`src/rtl/seq_mult4_ctrl_pkg.sv`:
```
// Shared constants and state encoding for the 4x4 shift-add multiplier controller.
// Imported by the controller and by its adder sub-module.
package seq_mult4_ctrl_pkg;

   localparam int WIDTH = 4;
   localparam int ITER  = 4;
   localparam int CNT_W = 2;
   localparam int PROD_W = 2 * WIDTH;

   // Iteration index at which the final shift lands in the product register.
   localparam logic [CNT_W-1:0] LAST_ITER = CNT_W'(ITER - 1);

   typedef enum logic [1:0] {
      IDLE = 2'd0,
      CALC = 2'd1,
      DONE = 2'd2
   } state_t;

endpackage

```
`src/rtl/seq_mult4_ctrl_adder4.sv`:
```
// 4-bit ripple-carry adder built from per-bit full adders.
// The full carry chain is exposed; its top bit is the adder's carry-out.
module adder4
   import seq_mult4_ctrl_pkg::*;
(
   input  logic [WIDTH-1:0] x,
   input  logic [WIDTH-1:0] y,
   input  logic             cin,
   output logic [WIDTH-1:0] sum,
   output logic [WIDTH-1:0] carry
);

   logic [WIDTH:0] chain;

   assign chain[0] = cin;

   for (genvar i = 0; i < WIDTH; i++) begin : g_fa
      assign sum[i]       = x[i] ^ y[i] ^ chain[i];
      assign chain[i + 1] = (x[i] & y[i]) | (x[i] & chain[i]) | (y[i] & chain[i]);
   end

   assign carry = chain[WIDTH:1];

endmodule

```
`src/rtl/seq_mult4_ctrl.sv`:
```
// Sequential 4x4 unsigned multiplier: one shared adder, four add/shift iterations,
// a one-cycle done pulse, and a product register held until the next completion.
module seq_mult4_ctrl
   import seq_mult4_ctrl_pkg::*;
(
   input  logic              clock,
   input  logic              reset,
   input  logic              start,
   input  logic [WIDTH-1:0]  a,
   input  logic [WIDTH-1:0]  b,
   output logic              busy,
   output logic              done,
   output logic [PROD_W-1:0] product
);

   state_t            state;
   logic [WIDTH-1:0]  m;
   logic [WIDTH-1:0]  q;
   logic [WIDTH-1:0]  acc;
   logic              c;
   logic [CNT_W-1:0]  count;

   logic [WIDTH-1:0]  sum;
   logic [WIDTH-1:0]  carry;
   logic [WIDTH:0]    ca_next;
   logic [PROD_W:0]   shifted;

   adder4 u_adder4 (
      .x     (acc),
      .y     (m),
      .cin   (1'b0),
      .sum   (sum),
      .carry (carry)
   );

   // Add M when the current multiplier LSB is set, then shift {C,A,Q} right with 0 in.
   always_comb begin
      ca_next = q[0] ? {carry[WIDTH-1], sum} : {1'b0, acc};
      shifted = {ca_next, q} >> 1;
   end

   always_ff @(posedge clock or posedge reset) begin
      if (reset) begin
         state   <= IDLE;
         m       <= '0;
         q       <= '0;
         acc     <= '0;
         c       <= 1'b0;
         count   <= '0;
         product <= '0;
      end else begin
         case (state)
            IDLE: begin
               if (start) begin
                  m     <= a;
                  q     <= b;
                  acc   <= '0;
                  c     <= 1'b0;
                  count <= '0;
                  state <= CALC;
               end
            end
            CALC: begin
               c     <= shifted[PROD_W];
               acc   <= shifted[PROD_W-1:WIDTH];
               q     <= shifted[WIDTH-1:0];
               count <= count + CNT_W'(1);
               if (count == LAST_ITER) begin
                  product <= shifted[PROD_W-1:0];
                  state   <= DONE;
               end
            end
            DONE:    state <= IDLE;
            default: state <= IDLE;
         endcase
      end
   end

   assign busy = (state == CALC);
   assign done = (state == DONE);

   // The stored C is always zero after a shift and the low carries are internal to the adder.
   logic unused_bits;
   assign unused_bits = ^{carry[WIDTH-2:0], c};

endmodule

```
`config.mk`:
```
export PLATFORM = sky130hd
export DESIGN_NAME = seq_mult4_ctrl
export DESIGN_NICKNAME = d
export VERILOG_FILES = /design/src/rtl/seq_mult4_ctrl_pkg.sv /design/src/rtl/seq_mult4_ctrl_adder4.sv /design/src/rtl/seq_mult4_ctrl.sv
export SDC_FILE = /design/constraint.sdc
export NUM_CORES = 1
export LEC_CHECK = 0
export ABC_AREA = 1
export BUFFER_PORTS_ARGS = -buffer_cell sky130_fd_sc_hd__buf_4
export CORE_MARGIN = 2
export CORE_UTILIZATION = 51
export CTS_BUF_LIST = sky130_fd_sc_hd__clkbuf_8
export CTS_CLUSTER_SIZE = 8
export DETAILED_ROUTE_END_ITERATION = 10
export PLACE_DENSITY = 0.88
export SLEW_MARGIN = 30
export SYNTH_ARGS = -nofsm -noshare
export SYNTH_HDL_FRONTEND = slang
export SYNTH_SLANG_ARGS = --single-unit
```
`constraint.sdc`:
```
create_clock -name clock -period 2.3 [get_ports clock]
set_clock_uncertainty 0.15 [all_clocks]
set_input_delay 0.23 -clock clock [delete_from_list [all_inputs] [get_ports clock]]
set_output_delay 0.23 -clock clock [all_outputs]
set_load 0.05 [all_outputs]
```
# After elaboration in Yosys (flattened, before gate mapping)
# Cells that the tools add are included.
# word_totals
inputBits,11
word_cells,51
out_inout_bits,10
ff_bits,24
# classes
n_reduce_logical,6
eq_ne,5
add_sub_neg,1
mux,10
bitwise_logic,23
# ops
op,count
$pmux W4 S2,2
$and A1 B1 Y1,10
$mux W4,2
$pmux W2 S2,2
$reduce_and A2 Y1,4
$xor A1 B1 Y1,7
$mux W2,3
$or A1 B1 Y1,6
$mux W5,1
$eq A2 B2 Y1 const B,2
$add A2 B1 Y2 const B,1
$eq A2 B1 Y1 const B,1
$logic_not A2 Y1,1
$ne A2 B1 Y1 const B,1
$ne A2 B2 Y1 const B,1
$reduce_bool A2 Y1,1

# Depth between registers and ports, before layout
# Gate-level depths: netlist (run 1).
# depth
depth_word,12
ltp_mapped,8
depth_no_buf,8

# Cells and area by module
# Synthesis (run 1) repeated with hierarchy kept, for this count alone.
# hier_totals
cells_unflattened,143
area_unflattened_um2,1191.1
# by_module_without_submodules
mod,area_per_inst_um2,n_inst,seq_area_each_um2,cells_each
seq_mult4_ctrl,1073.5,1,600.6,129
adder4,117.6,1,0.0,14

# Least setup slack after synthesis (run 1)
# No wires, ideal clock.
# synth_path
path_type,reg-to-reg
start,reg m[0]
end,reg acc[2]
stages_incl_launch_ff,9
t_required_ns,2.085
setup_ns,0.065
slack_ns,0.074
arrival_ns,2.011
n_path_buf,0
period_less_slack_ns,2.226
path_cell_list,dfrtp_1 -> ha_1 -> fa_1 -> fa_1 -> fa_1 -> nand2_1 -> nand2_1 -> nand2_1 -> nand2_1
# synth_via
elab_chain_len,10
elab_cells_between_ends,12
cone_classes,mux (2); bitwise (10)
# synth_lines
element,line,source
from (decl),seq_mult4_ctrl.sv:17,logic [WIDTH-1:0] m;
from (signal assigned),seq_mult4_ctrl.sv:45,m <= '0;
from (signal assigned),seq_mult4_ctrl.sv:55,m <= a;
$and A1 B1 Y1 *,seq_mult4_ctrl_adder4.sv:19,assign chain[i + 1] = (x[i] & y[i]) | (x[i] & chain[i]) | (y[i] & chain[i]);
$and A1 B1 Y1,seq_mult4_ctrl_adder4.sv:19,
$or A1 B1 Y1,seq_mult4_ctrl_adder4.sv:19,
$or A1 B1 Y1 *,seq_mult4_ctrl_adder4.sv:19,
$and A1 B1 Y1,seq_mult4_ctrl_adder4.sv:19,
$or A1 B1 Y1,seq_mult4_ctrl_adder4.sv:19,
$or A1 B1 Y1 *,seq_mult4_ctrl_adder4.sv:19,
$xor A1 B1 Y1 *,seq_mult4_ctrl_adder4.sv:18,assign sum[i] = x[i] ^ y[i] ^ chain[i];
$mux W5 *,seq_mult4_ctrl.sv:38,"ca_next = q[0] ? {carry[WIDTH-1], sum} : {1'b0, acc};"
$pmux W4 S2 *,seq_mult4_ctrl.sv:52,case (state)
to (signal assigned),seq_mult4_ctrl.sv:65,acc <= shifted[PROD_W-1:WIDTH];
to (decl),seq_mult4_ctrl.sv:19,logic [WIDTH-1:0] acc;
# Every way passes the cells marked *; elsewhere a longest branch is shown, timed or not.
# A chain may end at the register's enable or synchronous reset.

# Worst setup path in the final report (run 1)
# Ends and elaborated chain as after synthesis.

==> results of run 1 <==
## cell type report
type / count / area share [%]
Multi-Input combinational cell: 100 / 36.7
Inverter: 6 / 1.63
Tap cell: 28 / 2.54
Sequential cell: 24 / 43.5
Clock buffer: 4 / 3.99
Timing Repair Buffer: 21 / 11.6
## logic make-up (layout without fill, tap and decap cells)
| family | Yosys count | in the layout |
|---|---|---|
| simple gates | 90 | 90 |
| flops | 24 | 24 |
| buf+inv | 8 | 31 |
| fa+ha+maj | 5 | 5 |
| compound gates | 5 | 5 |
## where the power goes
group          switching, uW  internal (uW)  total (uW)  leakage (uW)
logic                    626            303         929      0.000416
registers                162            592         754      0.000310
clock network            129            153         282     0.0000288
total                    917           1050        1960      0.000754
## cells in the mapped netlist
| cell | n | share of area (%) |
|---|---|---|
| inv_1 | 4 | 1.3 |
| nor2_4 | 1 | 0.99 |
| ha_1 | 2 | 2.2 |
| nand2_1 | 75 | 25 |
| fa_1 | 3 | 5.3 |
| inv_2 | 2 | 0.66 |
| nand2_2 | 1 | 0.55 |
| nand3_1 | 9 | 3.9 |
| nand2_4 | 1 | 0.99 |
| buf_6 | 2 | 2.0 |
| dfrtp_1 | 24 | 53 |
| nor2_1 | 2 | 0.66 |
| o21ai_0 | 4 | 1.8 |
| o21ai_2 | 1 | 0.77 |
| nor2_8 | 1 | 1.8 |
## worst reg2reg max path: stages (launching register included)
cell     delay [ns]
dfrtp_1        0.40
ha_2           0.20
fa_2           0.34
fa_2           0.34
fa_1           0.48
nand2_1        0.07
nand2_2        0.09
nand2_1        0.05
nand2_1        0.07
## per-stage QoR
stage,setup slack (ns),std cells
after floorplan,0.0742,132
after global placement,0.0482,178
after detailed placement,-0.0302,178
after CTS,0.0402,182
after global routing,-0.0375,183
final,0.0562,183
## state kept, by name, indices dropped and copies added, names as in the netlist
signal / count
product: 8
count: 2
acc: 4
q: 4
m: 4
state: 2
## what timing repair did
action	in CTS	in global routing
hold endpoints to repair	0	24
setup endpoints to repair	2	2
gates resized for setup	2	2
buffers inserted	0	0
hold buffers	0	1
## how the worst max path moves through the flow
stage	depth (start not counted)	startpoint	endpoint
floorplan	8	m[0]	acc[2]
global placement	8	m[0]	product[6]
detailed placement	8	m[0]	acc[2]
CTS	8	m[0]	acc[2]
global route	8	m[0]	acc[2]
finish	8	m[0]	acc[2]
## layer usage
metal	up-vias	global-route usage, %	wire length (um)
met1	431	23.6	963
met5	-	0	0
met3	2	2.92	72
met2	23	35.1	1150
met4	0	6.14	15
li1	456	-	-
==> impl_metrics.env, run 1 <==
export IMPL_p_per_area_nw_per_um2=1420
export IMPL_ys_seq_elements=24
export IMPL_slew_headroom_pct=67.3
export IMPL_synth_area_um2=1140
export IMPL_whs_ns=0.0399
export IMPL_pin_count=21
export IMPL_drcViolationCount=0
export IMPL_synth_compound_area_share_pct=2.52
export IMPL_placementRows=17
export IMPL_grt_pass1_wl_um=3770
export IMPL_synth_fa_ha_area_share_pct=7.45
export IMPL_nets=172
export IMPL_cts_buffers=3
export IMPL_gp_congestion=0.857
export IMPL_postRouteAntennaNets=0
export IMPL_worstMarginPinSlew_ns=0.489
export IMPL_synth_xor_area_share_pct=0
export IMPL_clkSinkCount=24
export IMPL_drive_gt1_share_pct=23.2
export IMPL_syn_avg_cell_area_um2=8.65
export IMPL_core_area_um2=2170
export IMPL_multi_input_area_um2=507
export IMPL_crit_type="flop to flop"
export IMPL_die_w_um=51.3
export IMPL_hp_start="a[1]"
export IMPL_drv_cap=0
export IMPL_drt_first_pass_iters=4
export IMPL_fillers=207
export IMPL_final_cell_mix="nand2_1 (74), dfrtp_1 (24), buf_4 (20), nand3_1 (9)"
export IMPL_final_cell_area_um2=1380
export IMPL_placement_cell_area_um2=1310
export IMPL_die_area_um2=2630
export IMPL_yosys_area_share_simple_pct=33.5
export IMPL_reg2reg_slack_ns=0.06
export IMPL_diodes=0
export IMPL_die_y_um=51.3
export IMPL_muxShareOfSynthArea_pct=0
export IMPL_required_ns=2.36
export IMPL_area_growth_syn_to_layout_pct=20.8
export IMPL_ff2ff_path_depth=8
export IMPL_final_common_cell="nand2_1"
export IMPL_worst_path_max_fanout=2
export IMPL_r2r_start="m[0]"
export IMPL_seq_area_frac_synth_pct=52.6
export IMPL_antenna_found_initial=0
export IMPL_setup_violations=0
export IMPL_netlist_instances=132
export IMPL_path_cells="ha_2, fa_2, fa_2, fa_1, nand2_1, nand2_2, nand2_1, nand2_1"
export IMPL_synth_top_family_by_area="simple AND/OR/NAND/NOR gates"
export IMPL_fin_crit_ns=2.24
export IMPL_totalWireLength_um=2210
export IMPL_htree_levels=1
export IMPL_hold_viol_final=0
export IMPL_clk_latency_ns=0.26
export IMPL_grt_usage_pct=19.3
export IMPL_worst_path_buf_inv=0
export IMPL_slowest_delay_ns=0.48
export IMPL_ff_latch_area_um2=601
export IMPL_overflow=0
export IMPL_report_power_total_uw=1960
export IMPL_cts_root_buf="clkbuf_8"
export IMPL_cp_common_cell="nand2_1"
export IMPL_wl_per_cell_um=12.1
export IMPL_via_per_inst=4.98
export IMPL_grt_pass1_vias=876
export IMPL_hpwl_um=1640
export IMPL_reg2reg_to="acc[2]"
export IMPL_crit_path_start_kind="flop"
export IMPL_cts_buffer_depth=2
export IMPL_rsz0062_at_grt="yes"
export IMPL_worstPathArrival_ns=2.30
export IMPL_portBuffers=20
export IMPL_hold_end="m[1]"
export IMPL_ys_types=15
export IMPL_syn_nets=148
export IMPL_post_route_period_util_pct=97.6
export IMPL_tns_ns=0
export IMPL_cts_tree="built"
export IMPL_ir_worst_vdd_mv=0.913
export IMPL_hold_depth=3
export IMPL_fin_util_pct=63.6
export IMPL_hp_class="input pin to flop"
export IMPL_leakagePower_uw=0.000754
export IMPL_num_vias=912
export IMPL_drtIter0Drc=20
export IMPL_path_delay_family="adder cells"
export IMPL_cts_clk_slew_worst_paths_ns=0.08
export IMPL_grt_max_degree=25
export IMPL_end_kind="flop"
export IMPL_initial_utilization_pct=52.7
export IMPL_ys_warn_count=0
export IMPL_status="finished clean"
export IMPL_maxSlewViolCount=0
export IMPL_cpMaxStageDelayCell="fa_1"
export IMPL_max_freq_mhz=446
(Power assumes the default switching activity.)
==> run 2: changes to the inputs <==
Settings changed: SYNTH_HIERARCHICAL from default to 1.
==> impl_metrics.env, run 2 <==
export IMPL_status="finished, violations left"
export IMPL_violations="setup timing"
export IMPL_ir_worst_vdd_mv=0.955
export IMPL_crit_path_start_kind="flop"
export IMPL_diodes=0
export IMPL_die_y_um=52.3
export IMPL_fin_util_pct=64.4
export IMPL_instances_no_fill=195
export IMPL_yosysMostFrequentCell="nand2_1"
export IMPL_hp_class="input pin to flop"
export IMPL_netlist_instances=143
export IMPL_synth_top_flop_cell="dfrtp_1"
export IMPL_grt_pass1_vias=927
export IMPL_post_route_period_util_pct=100
export IMPL_num_vias=953
export IMPL_worst_path_max_fanout=2
export IMPL_die_w_um=52.3
export IMPL_cp_common_cell="nand2_1"
export IMPL_ys_seq_elements=24
export IMPL_yosysTopAreaCell="dfrtp_1"
export IMPL_synth_xor_area_share_pct=0
export IMPL_nets=185
export IMPL_p_per_area_nw_per_um2=1360
export IMPL_regMostFlops="product"
export IMPL_core_area_um2=2210
export IMPL_initial_utilization_pct=53.8
export IMPL_grt_pass1_wl_um=3880
export IMPL_cts_tree="built"
export IMPL_ys_types=16
export IMPL_path_cells="inv_2, fa_1, inv_1, fa_2, fa_2, inv_2, fa_1, inv_1, nand2_1, nand2_1, nand2_1, nand2_1"
export IMPL_crit_type="flop to flop"
export IMPL_r2r_start="m[0]"
export IMPL_via_per_inst=4.89
export IMPL_cts_buffers=3
export IMPL_portBuffers=20
export IMPL_wl_per_cell_um=11.3
export IMPL_seq_area_frac_synth_pct=50.4
export IMPL_htree_levels=1
export IMPL_placementRows=17
export IMPL_synth_common_cells="nand2_1 (75), dfrtp_1 (24), inv_1 (14), nand3_1 (9)"
export IMPL_pin_count=21
export IMPL_syn_avg_cell_area_um2=8.33
export IMPL_synth_fa_ha_area_share_pct=7.77
export IMPL_largest_reg_flops=8
export IMPL_reg2reg_slack_ns=-0.004
export IMPL_tns_ns=-0.00446
export IMPL_grt_usage_pct=19.6
export IMPL_rsz0062_at_grt="yes"
export IMPL_final_common_cell="nand2_1"
export IMPL_fin_crit_ns=2.30
export IMPL_hp_start="a[3]"
export IMPL_end_kind="flop"
export IMPL_fin_ws_ns=-0.00446
export IMPL_synth_compound_area_share_pct=2.42
export IMPL_synth_async_reset_ratio_pct=100
export IMPL_drv_cap=0
export IMPL_cts_buffer_depth=2
export IMPL_final_cell_mix="nand2_1 (75), dfrtp_1 (24), buf_4 (22), inv_1 (11), nand3_1 (9)"
export IMPL_hold_depth=3
export IMPL_gp_congestion=0.782
export IMPL_reg2reg_to="product[6]"
export IMPL_hpwl_um=1620
export IMPL_die_area_um2=2740
export IMPL_worst_path_buf_inv=4
export IMPL_leakagePower_uw=0.000794
export IMPL_ys_warn_count=6
export IMPL_synth_top_family_by_area="simple AND/OR/NAND/NOR gates"
export IMPL_slowest_delay_ns=0.40
export IMPL_maxSlewViolCount=0
export IMPL_grt_max_degree=25
export IMPL_drtIter0Drc=29
export IMPL_overflow=0
export IMPL_clkSinkCount=24
export IMPL_synth_edf_count=0
export IMPL_setup_violations=1
export IMPL_ys_top_cells_by_area="dfrtp_1 (50%), nand2_1 (24%), fa_1 (6.7%)"
export IMPL_fillers=196
export IMPL_antenna_found_initial=0
export IMPL_path_delay_family="adder cells"
export IMPL_totalWireLength_um=2200
export IMPL_drt_first_pass_iters=4
export IMPL_hold_end="m[3]"
export IMPL_cts_root_buf="clkbuf_8"
export IMPL_hold_viol_final=0
export IMPL_synth_top_area_share_pct=50.4
export IMPL_yosys_area_share_simple_pct=32.1
export IMPL_ff2ff_path_depth=12
export IMPL_postRouteAntennaNets=0
export IMPL_drive_gt1_share_pct=22.2
export IMPL_required_ns=2.37
export IMPL_worstPathArrival_ns=2.37
export IMPL_final_cell_area_um2=1430
export IMPL_drcViolationCount=0
export IMPL_cts_clk_slew_worst_paths_ns=0.08
export IMPL_muxShareOfSynthArea_pct=0
export IMPL_max_freq_mhz=434
export IMPL_placedCellCount=190
export IMPL_clk_latency_ns=0.27
export IMPL_cpMaxStageDelayCell="dfrtp_1"
export IMPL_area_growth_syn_to_layout_pct=19.6
export IMPL_syn_nets=159
export IMPL_synth_area_um2=1190
export IMPL_placement_cell_area_um2=1360
-- run 2: changes by cell type after synthesis, sizes merged --
cell / change
ha: -1
fa: +1
inv: +10
conb: +1
-- run 2: through the flow --
stage | hold slack [ns] | setup slack, ns | total power, uW
floorplan | 0.0946 | 0.000334 | 1460
global placement | 0.299 | -0.0344 | 1640
detailed placement | 0.312 | -0.0862 | 1680
CTS | 0.0341 | -0.0290 | 1950
global route | 0.0428 | -0.154 | 2110
finish | 0.0306 | -0.00446 | 1940
-- run 2: worst max path at each step --
stage / startpoint / to / slack (ns) / cells after the start
after CTS: m[0] / product[6] / -0.03 / 12
after floorplan: acc[0] / acc[2] / 0.0003 / 12
final: m[0] / product[6] / -0.004 / 12
after detailed placement: m[0] / acc[2] / -0.09 / 12
after global placement: m[0] / product[6] / -0.03 / 12
after global routing: acc[0] / product[6] / -0.15 / 12
-- run 2: kinds of logic after synthesis --
family                     Yosys count
DFF                                 24
and+or+nand+nor                     90
adders and majority gates            5
buffers and inverters               18
other                                1
AOI/OAI and AO/OA                    5
-- run 2: layer usage --
layer  up-vias  share of wire [%]  track usage (%)
met3         5                4.8             3.43
met5         -                  0                0
met4         0                1.8             9.40
met1       441                 45             25.6
li1        480                  -                -
met2        27                 49             31.5
-- run 2: area by class of cell --
type	count	area (um2)	share of cell area (%)
Tap cell	28	35.0	2.46
Inverter	16	60.1	4.21
Multi-Input combinational cell	101	513	36.0
Clock buffer	3	41.3	2.90
Timing Repair Buffer	23	175	12.3
Sequential cell	24	601	42.1
-- run 2: what timing repair did --
action	4_1_cts	5_1_grt
setup buffers	1	0
endpoints found under the setup margin	2	4
hold endpoints to repair	0	24
pin swaps	1	2
gates resized for setup	3	0
hold buffers	0	1
gates cloned	0	0
-- run 2: power breakdown --
part	leakage (uW)	internal, uW	total, uW	switching, uW
Sequential	0.000310	585	733	148
Clock	0.0000216	117	250	132
Combinational	0.000462	321	956	635
-- run 2: worst register-to-register path: stages (launching register included) --
cell and delay (ns):
dfrtp_1 0.40, inv_2 0.06, fa_1 0.16, inv_1 0.05
fa_2 0.33, fa_2 0.34, inv_2 0.06, fa_1 0.39
inv_1 0.06, nand2_1 0.05, nand2_1 0.09, nand2_1 0.06
nand2_1 0.06
